==> config.mk <==
export PLATFORM = sky130hd
export DESIGN_NAME = rv32_hart_scheduler
export DESIGN_NICKNAME = d
export VERILOG_FILES = /design/src/rtl/rv32_sched_pkg.sv /design/src/rtl/rv32_rr_arbiter.sv /design/src/rtl/rv32_hart_scheduler.sv
export SDC_FILE = /design/constraint.sdc
export NUM_CORES = 1
export LEC_CHECK = 0
export CORE_MARGIN = 5
export CORE_UTILIZATION = 55
export DETAILED_ROUTE_END_ITERATION = 8
export HOLD_SLACK_MARGIN = 0.02
export PLACE_DENSITY = 0.87
export SETUP_SLACK_MARGIN = 0.5
export SLEW_MARGIN = 10
export SYNTH_ARGS = -nofsm -noshare
export SYNTH_HDL_FRONTEND = slang
export SYNTH_SLANG_ARGS = --single-unit
==> constraint.sdc <==
create_clock -name clk -period 8.5 [get_ports clk]
set_input_delay 0.85 -clock clk [delete_from_list [all_inputs] [get_ports clk]]
set_output_delay 0.85 -clock clk [all_outputs]
set_load 0.03 [all_outputs]
==> src/rtl/rv32_sched_pkg.sv <==
`default_nettype none
// ============================================================================
// Module      : rv32_sched_pkg
// Description : Shared types and constants for the rv32 hart scheduler and
//               its round-robin arbiter.
// Revision    : 1.0 - initial release
// ============================================================================
package rv32_sched_pkg;

  // Per-hart run state, typed view.
  typedef enum logic [1:0] {
    IDLE = 2'd0,
    RUN  = 2'd1,
    WAIT = 2'd2,
    TRAP = 2'd3
  } rv_hart_state_t;

  // Encodings used by the per-hart state registers. These are kept as plain
  // 2-bit constants so legacy blocks that carry state as logic [1:0] can share them.
  localparam logic [1:0] c_st_idle = IDLE;
  localparam logic [1:0] c_st_run  = RUN;
  localparam logic [1:0] c_st_wait = WAIT;
  localparam logic [1:0] c_st_trap = TRAP;

  // Widest hart id the scheduler supports (32 harts).
  localparam int c_max_harts = 32;
  localparam int c_max_hid_w = $clog2(c_max_harts);
  typedef logic [c_max_hid_w-1:0] rv_hart_id_t;

endpackage
`default_nettype wire

==> src/rtl/rv32_rr_arbiter.sv <==
`default_nettype none
// ============================================================================
// Module      : rv32_rr_arbiter
// Description : Combinational round-robin pick. Scans last_grant+1,
//               last_grant+2, ... (modulo NUM_REQ) and returns the first
//               asserted request. NUM_REQ must be a power of two so the id
//               arithmetic wraps naturally.
// Revision    : 1.0 - initial release
// ============================================================================
module rv32_rr_arbiter #(
  parameter  int NUM_REQ = 8,
  localparam int ID_W    = (NUM_REQ > 1) ? $clog2(NUM_REQ) : 1
) (
  input  logic [NUM_REQ-1:0] req,
  input  logic [ID_W-1:0]    last_grant,
  output logic               grant_valid,
  output logic [ID_W-1:0]    grant_id
);

  logic [ID_W-1:0] w_idx;

  // First request after the previous winner; offset NUM_REQ wraps onto last_grant itself.
  always_comb begin
    grant_valid = 1'b0;
    grant_id    = '0;
    w_idx       = '0;
    for (int k = 1; k <= NUM_REQ; k++) begin
      w_idx = last_grant + ID_W'(k);
      if (!grant_valid && req[w_idx]) begin
        grant_valid = 1'b1;
        grant_id    = w_idx;
      end
    end
  end

endmodule
`default_nettype wire

==> src/rtl/rv32_hart_scheduler.sv <==
`default_nettype none
// ============================================================================
// Module      : rv32_hart_scheduler
// Description : Barrel-style hart scheduler in front of fetch. Keeps run
//               state and PC per hart and issues one (hart, PC) per accepted
//               cycle, round-robin over RUN harts, through a single-register
//               issue slot. Retire feedback returns a hart to RUN or parks
//               it in TRAP.
//               Optional build macro RV32_SCHED_PERF_EN adds the
//               perf_issue_cnt / perf_idle_cnt counters.
// Revision    : 1.0 - initial release
// ============================================================================
module rv32_hart_scheduler
  import rv32_sched_pkg::*;
#(
  parameter  int NUM_HARTS = 8,
  parameter  int PC_W      = 32,
  localparam int HID_W     = $clog2(NUM_HARTS)
) (
  input  logic                 clk,
  input  logic                 rst_n,
  input  logic [NUM_HARTS-1:0] hart_start,
  input  logic [PC_W-1:0]      hart_start_pc,
  input  logic [NUM_HARTS-1:0] trap_clear,
  output logic                 issue_valid,
  input  logic                 issue_ready,
  output logic [HID_W-1:0]     issue_hart_id,
  output logic [PC_W-1:0]      issue_pc,
  input  logic                 retire_valid,
  input  logic [HID_W-1:0]     retire_hart_id,
  input  logic [PC_W-1:0]      retire_next_pc,
  input  logic                 retire_trap,
`ifdef RV32_SCHED_PERF_EN
  output logic [31:0]          perf_issue_cnt,
  output logic [31:0]          perf_idle_cnt,
`endif
  output logic [NUM_HARTS-1:0] hart_running,
  output logic [NUM_HARTS-1:0] hart_trapped
);

  logic                 r_issue_valid;
  logic [HID_W-1:0]     r_issue_hart_id;
  logic [PC_W-1:0]      r_issue_pc;
  logic [HID_W-1:0]     r_last_grant;

  logic [NUM_HARTS-1:0] w_run_req;
  logic [PC_W-1:0]      w_pc_arr [NUM_HARTS];
  logic                 w_grant_valid;
  logic [HID_W-1:0]     w_grant_id;
  logic                 w_slot_load;

  // The slot refills when it is empty or its current content is being taken.
  assign w_slot_load = !r_issue_valid || issue_ready;

  rv32_rr_arbiter #(
    .NUM_REQ (NUM_HARTS)
  ) u_arb (
    .req         (w_run_req),
    .last_grant  (r_last_grant),
    .grant_valid (w_grant_valid),
    .grant_id    (w_grant_id)
  );

  // Issue slot: loads the arbiter winner, or empties when no hart is in RUN.
  always_ff @(posedge clk or negedge rst_n) begin
    if (!rst_n) begin
      r_issue_valid   <= 1'b0;
      r_issue_hart_id <= '0;
      r_issue_pc      <= '0;
      r_last_grant    <= HID_W'(NUM_HARTS - 1);
    end else if (w_slot_load) begin
      r_issue_valid <= w_grant_valid;
      if (w_grant_valid) begin
        r_issue_hart_id <= w_grant_id;
        r_issue_pc      <= w_pc_arr[w_grant_id];
        r_last_grant    <= w_grant_id;
      end
    end
  end

  assign issue_valid   = r_issue_valid;
  assign issue_hart_id = r_issue_hart_id;
  assign issue_pc      = r_issue_pc;

  for (genvar gi = 0; gi < NUM_HARTS; gi++) begin : g_hart
    logic [1:0]      r_state;
    logic [PC_W-1:0] r_pc;
    logic            w_granted;
    logic            w_retire_hit;

    // A RUN hart leaves candidacy the same edge it enters the slot, so it
    // cannot be issued twice before its retire comes back.
    assign w_granted    = w_slot_load && w_grant_valid && (w_grant_id == HID_W'(gi));
    assign w_retire_hit = retire_valid && (retire_hart_id == HID_W'(gi));

    // Per-hart run state; events not matching the current state are dropped.
    always_ff @(posedge clk or negedge rst_n) begin
      if (!rst_n) begin
        r_state <= c_st_idle;
        r_pc    <= '0;
      end else begin
        case (r_state)
          c_st_idle: begin
            if (hart_start[gi]) begin
              r_state <= c_st_run;
              r_pc    <= hart_start_pc;
            end
          end
          c_st_run: begin
            if (w_granted) begin
              r_state <= c_st_wait;
            end
          end
          c_st_wait: begin
            if (w_retire_hit) begin
              if (retire_trap) begin
                r_state <= c_st_trap;       // PC kept: it is the faulting PC
              end else begin
                r_state <= c_st_run;
                r_pc    <= retire_next_pc;
              end
            end
          end
          default: begin
            // TRAP: a start in the same cycle as the clear is ignored.
            if (trap_clear[gi]) begin
              r_state <= c_st_idle;
            end
          end
        endcase
      end
    end

    assign w_run_req[gi]    = (r_state == c_st_run);
    assign w_pc_arr[gi]     = r_pc;
    assign hart_running[gi] = (r_state == c_st_run) || (r_state == c_st_wait);
    assign hart_trapped[gi] = (r_state == c_st_trap);
  end

`ifdef RV32_SCHED_PERF_EN
  logic [31:0] r_perf_issue_cnt;
  logic [31:0] r_perf_idle_cnt;

  // Free-running, wrapping counts of accepted issues and empty-slot cycles.
  always_ff @(posedge clk or negedge rst_n) begin
    if (!rst_n) begin
      r_perf_issue_cnt <= '0;
      r_perf_idle_cnt  <= '0;
    end else begin
      if (r_issue_valid && issue_ready) begin
        r_perf_issue_cnt <= r_perf_issue_cnt + 32'd1;
      end
      if (!r_issue_valid) begin
        r_perf_idle_cnt <= r_perf_idle_cnt + 32'd1;
      end
    end
  end

  assign perf_issue_cnt = r_perf_issue_cnt;
  assign perf_idle_cnt  = r_perf_idle_cnt;
`endif

endmodule
`default_nettype wire

==> results.py, run 1 <==
metrics = {
    "clock_tree": {
        "clkLatencyLatePin_ns": 0.53,
        "cts_resized": 0,
        "post_cts_buffers": 0,
        "numCtsBuffers": 34,
        "ctsHtreeMaxLevel": 2,
        "cts.sinks": 311,
        "clk_pin_slew_ns": 0.06,
        "root_buffer": "clkbuf_16",
        "cts_tree": "done",
        "postCtsHoldBufs": 0,
        "cts_buffer_depth": 3,
    },
    "synthesis": {
        "ys_ff_latch": 311,
        "post-synth-top-count-cell": "dfrtp_1",
        "syn-cell-area_um2": 17960,
        "synth_top_cell_by_area": "dfrtp_1",
        "synth-edff-count": 0,
        "syn_inst": 1813,
        "synth_ff_type": "dfrtp_1",
        "ys_types": 65,
        "synth_area_per_cell_um2": 9.905,
        "yosys.area.top_type_share_pct": 42.92,
        "yosysSeqAreaShare_pct": 43.36,
        "ys_warn_count": 0,
        "syn_nets": 1948,
        "ys_top_cells_by_area": "dfrtp_1 43%, mux2i_1 17%, o21ai_0 7.8%",
        "ys_async_sr_fraction_pct": 100.0,
        "synth_common_cells": "308 x dfrtp_1, 302 x mux2i_1, 281 x o21ai_0, 275 x nand2_1, 86 x clkbuf_1",
    },
    "worst_setup_path": {
        "crit_chain": "inv_1, ha_1, mux4_2, mux2i_4, and4_1, and2_1, a221o_4, buf_4, a41oi_1, nor3_1, mux2_1",
        "worst_r2r_path_depth": 11,
        "rr_startpoint": "r_last_grant[0]",
        "ff2ff_setup_slack_ns": 2.98,
        "arrival_ns": 5.92,
        "slowest_stage": "dfstp_2",
        "crit_type": "register to register",
        "crit_buf_inv": 2,
        "worst-endpoint-required_ns": 8.90,
        "path_max_fanout": 67,
        "endpoint_kind": "register",
        "critPathMaxStageDelay_ns": 0.82,
        "crit_family": "multiplexers",
        "rr_endpoint": "g_hart[5].r_state[1]",
        "startpoint_type": "register",
    },
    "place": {
        "gp_congestion": 0.9153,
        "port_buffers": 139,
        "hpwl_um": 29020,
    },
    "floorplanning": {
        "initial_core_util_pct": 55.48,
        "die_area_um2": 36370,
        "die_y_um": 190.7,
        "io_pins": 140,
        "design.core.area_um2": 32370,
        "rows": 66,
        "die_w_um": 190.7,
    },
    "final_layout": {
        "fin_nets": 1958,
        "utilization_pct": 64.02,
        "multi_input_area_um2": 9369,
        "regArea_um2": 7786,
        "n_fill_cell": 2427,
        "area_delta_synth_final_pct": 15.39,
        "drive_above_1_share_pct": 10.45,
    },
    "timing": {
        "finClkSkew_ns": 0.01572,
        "worst_slew_pin_slew_ns": 1.132,
        "timing.final.crit_share_pct": 64.96,
        "setup_viol": 0,
        "relSlewSlack_pct": 23.59,
        "slew_violations": 0,
        "clock.fmax_mhz": 181.1,
        "hold_viol_final": 0,
        "finalCriticalPeriod_ns": 5.522,
        "setup-tns-final_ns": 0,
        "rsz0062_at_grt": "no",
    },
    "global_routing": {
        "track_usage_pct": 27.81,
        "grt-ovfl-total": 0,
        "antenna_found_initial": 7,
        "grt_max_degree": 120,
        "grt_pass1_wl_um": 81070,
        "grt_pass1_vias": 14860,
    },
    "drt": {
        "first_pass_iters": 6,
        "drt_iter0_drc": 1687,
        "via_count": 14500,
        "ant_nets": 0,
        "wire_per_inst_um": 22.23,
        "drt-total-wl_um": 50940,
        "drcViolationCount": 0,
        "viasPerCell": 6.329,
    },
    "min_path": {
        "min_path_type": "input pin to async pin",
    },
    "run_status": {
        "status": "finished, final reports clean",
    },
    "job": {
        "drv_cap": 0,
    },
}
registers in the layout (all words and copies together), names as in the netlist:
| register | cells |
|---|---|
| r_last_grant | 3 |
| issue_hart_id | 3 |
| issue_valid | 1 |
| g_hart.r_pc | 256 |
| g_hart.r_state | 16 |
| issue_pc | 32 |
cells by family (layout without fill, tap and decap cells):
family	Yosys count	count (layout)	share of synthesized area [%]
AOI/OAI and AO/OA	446	446	13.59
xor gates and xnor gates	3	3	0.2927
adders and majority gates	47	47	3.275
buffers and inverters	216	250	4.870
DFF	311	311	43.36
muxes	391	391	25.25
other	0	2	0
and+or+nand+nor	399	399	9.371
worst reg2reg max path: stages (launching register included):
cell	delay [ns]
dfstp_2	0.82
inv_1	0.24
ha_1	0.69
mux4_2	0.65
mux2i_4	0.27
and4_1	0.41
and2_1	0.21
a221o_4	0.46
buf_4	0.76
a41oi_1	0.29
nor3_1	0.25
mux2_1	0.34
placed cells by master (no fill, tap or decap), types with 5 or more instances in the layout:
cell / synthesis / layout
a21oi_1: 76 / 76
dfrtp_1: 308 / 308
o211ai_1: 8 / 8
mux2_2: 37 / 37
clkbuf_8: 0 / 6
or2_2: 5 / 5
mux4_2: 43 / 43
and2_1: 6 / 5
nand2_1: 275 / 275
bufinv_16: 0 / 10
clkdlybuf4s50_1: 0 / 138
clkbuf_16: 0 / 35
mux2_1: 6 / 6
o22ai_1: 35 / 35
ha_1: 47 / 39
and3_1: 6 / 6
o21ai_1: 7 / 7
o21a_1: 5 / 5
nor3_1: 7 / 7
buf_4: 4 / 22
nor2_1: 46 / 46
nand3_1: 19 / 17
ha_2: 0 / 7
o21ai_0: 281 / 281
mux2i_1: 302 / 302
inv_1: 27 / 27
nand2b_1: 14 / 14
cell type report:
cell class / count / area share, %
Multi-Input combinational cell: 1286 / 45.21
Antenna cell: 2 / 0.02415
Clock inverter: 16 / 1.703
Sequential cell: 311 / 37.57
Timing Repair Buffer: 162 / 7.632
Tap cell: 442 / 2.669
Inverter: 28 / 0.5072
Clock buffer: 44 / 4.679
how the worst max path moves through the flow:
stage	from	end	cells past startpoint
finish	r_last_grant[0]	g_hart[5].r_state[1]	11
global route	r_last_grant[0]	g_hart[5].r_state[1]	11
CTS	r_last_grant[0]	g_hart[5].r_state[1]	11
detailed placement	r_last_grant[0]	g_hart[5].r_state[1]	11
global placement	r_last_grant[0]	g_hart[5].r_state[1]	11
floorplan	r_last_grant[1]	g_hart[4].r_state[1]	15
per-stage QoR:
step	setup WS, ns	instance area, µm²	hold slack [ns]	std cells
after CTS	3.025	20720	0.4514	2289
after global placement	3.146	19390	0.4568	2229
after detailed placement	3.015	19390	0.4652	2229
final	2.978	20720	0.3780	2291
after floorplan	4.463	17960	0.4446	1813
after global routing	2.614	20720	0.4794	2291
metal layers:
metal	routed length, µm	global-route usage, %	vias up
met5	61	0	-
met4	2236	11.71	8
met3	4331	5.584	182
met2	24360	45.33	727
met1	19950	36.51	7162
li1	-	-	6421
Power of run 1 is not shown: default switching activity piles up to over one toggle a cycle in this logic, so the estimate is an artifact.
==> run 2, diff against run 1 <==
==> constraint.sdc (replaced) <==
create_clock -name clk -period 5.5 [get_ports clk]
set_input_delay 0.55 -clock clk [delete_from_list [all_inputs] [get_ports clk]]
set_output_delay 0.55 -clock clk [all_outputs]
set_load 0.03 [all_outputs]
==> run 2 against run 1 <==
  * The run now ends with hold timing left
  * Die area stayed put
  * Count of clock-buffer cells in the layout is 3 lower
  * Wire length is 0.48% lower
  * Sequential share of layout area is 0.33 points higher
  * Final area is 0.88% lower
  * First-iteration DRC count is 7.3% lower
  * Maximum frequency is 16% higher
  * Via count is 0.68% lower
  * Register-to-register slack worse by 2.2 ns
  * Largest cell class unchanged
==> results.py, run 2 (synthesis results as in run 1) <==
metrics = {
    "run_status": {
        "status": "finished with violations",
        "violations": "hold timing",
    },
    "drt": {
        "viasPerCell": 6.292,
        "via_count": 14400,
        "drt-total-wl_um": 50690,
        "wire_per_inst_um": 22.15,
        "dr_wl_met3_um": 4720,
        "drt_iter0_drc": 1564,
        "first_pass_iters": 6,
        "wl_met2_um": 24270,
        "drcViolationCount": 0,
        "ant_nets": 0,
        "top_layer_used": "met5",
        "wl_met1_um": 20130,
    },
    "timing": {
        "worst_slew_pin_slew_ns": 1.071,
        "finClkSkew_ns": 0.01284,
        "hold_ws_ns": -0.02023,
        "timing.final.crit_share_pct": 86.59,
        "rsz0062_at_grt": "no",
        "clock.fmax_mhz": 210.0,
        "setup_viol": 0,
        "finalCriticalPeriod_ns": 4.763,
        "setup-tns-final_ns": 0,
        "hold_viol_final": 3,
        "relSlewSlack_pct": 27.72,
        "slew_violations": 0,
    },
    "worst_setup_path": {
        "arrival_ns": 5.20,
        "slowest_stage": "dfstp_2",
        "crit_chain": "inv_1, ha_2, mux4_2, mux2i_4, and4_1, a21oi_1, a221o_4, buf_12, mux4_2, o22ai_1, a21oi_1",
        "crit_buf_inv": 2,
        "crit_start": "r_last_grant[1]",
        "rr_startpoint": "r_last_grant[1]",
        "critPathMaxStageDelay_ns": 0.83,
        "path_max_fanout": 83,
        "endpoint_kind": "register",
        "startpoint_type": "register",
        "crit_type": "register to register",
        "crit_family": "multiplexers",
        "worst-endpoint-required_ns": 5.94,
    },
    "global_routing": {
        "grt_pass1_vias": 14860,
        "track_usage_pct": 27.60,
        "antenna_found_initial": 7,
        "grt-ovfl-total": 0,
        "grt_max_degree": 137,
        "grt_pass1_wl_um": 80990,
    },
    "final_layout": {
        "final_common_cell": "dfrtp_1",
        "drive_above_1_share_pct": 10.25,
        "utilization_pct": 63.45,
        "area_delta_synth_final_pct": 14.38,
        "fin_cells": 2289,
        "regMostFlops": "g_hart.r_pc",
        "multi_input_area_um2": 9392,
        "n_fill_cell": 2510,
        "layout_common_cells": "308 x dfrtp_1, 302 x mux2i_1, 281 x o21ai_0",
        "final_area_um2": 20540,
        "fin_nets": 1958,
        "regArea_um2": 7786,
        "largest_register_ff_count": 256,
    },
    "floorplanning": {
        "io_pins": 140,
        "design.core.area_um2": 32370,
        "die_area_um2": 36370,
        "rows": 66,
        "die_y_um": 190.7,
        "die_w_um": 190.7,
        "initial_core_util_pct": 55.48,
    },
    "clock_tree": {
        "clkLatencyLatePin_ns": 0.59,
        "numCtsBuffers": 31,
        "post_cts_buffers": 0,
        "postCtsHoldBufs": 0,
        "cts_buffer_depth": 3,
        "root_buffer": "clkbuf_16",
        "cts.sinks": 311,
        "clk_pin_slew_ns": 0.06,
        "cts_tree": "done",
        "ctsHtreeMaxLevel": 1,
    },
    "place": {
        "gp_congestion": 0.9119,
        "hpwl_um": 30190,
        "placed_area_um2": 19470,
        "port_buffers": 139,
        "dp_cells": 2232,
    },
    "job": {
        "drv_cap": 0,
    },
    "min_path": {
        "min_path_type": "input pin to async pin",
    },
}
-- run 2: worst paths after layout --
path	cells after the start	endpoint	slack, ns
hold / removal	1	g_hart[4].r_pc[10]	-0.02
min in group clk	2	g_hart[1].r_pc[25]	0.47
setup / recovery	11	issue_pc[21]	0.74
max in group asynchronous	2	g_hart[1].r_pc[31]	4.24
hold reg to reg	2	g_hart[1].r_pc[25]	0.47
setup reg to reg	11	issue_pc[21]	0.74
-- run 2: area by class of cell --
type / count / area share (%)
Antenna cell: 3 / 0.03655
Clock buffer: 41 / 4.203
Clock inverter: 13 / 0.9381
Inverter: 28 / 0.5117
Multi-Input combinational cell: 1286 / 45.72
Sequential cell: 311 / 37.91
Tap cell: 442 / 2.692
Timing Repair Buffer: 165 / 7.992
-- run 2: routing by layer --
layer,up-vias,track usage (%)
li1,6416,-
met1,7153,36.40
met2,706,45.32
met3,119,5.438
met4,8,10.72
met5,-,0
-- run 2: timing repair --
item | 4_1_cts | 5_1_grt
hold endpoints to repair | 0 | 0
setup endpoints to repair | 0 | 33
resized for setup | 0 | 1
-- run 2: per-stage QoR --
step	worst slack, ns	hold WS (ns)
2_1_floorplan	1.463	0.2544
3_3_place_gp	0.7420	0.4566
3_5_place_dp	0.6623	0.4650
4_1_cts	0.6515	0.08063
5_1_grt	0.5427	0.1278
6_report	0.7373	-0.02023
Power of run 2 is left out for the same reason.
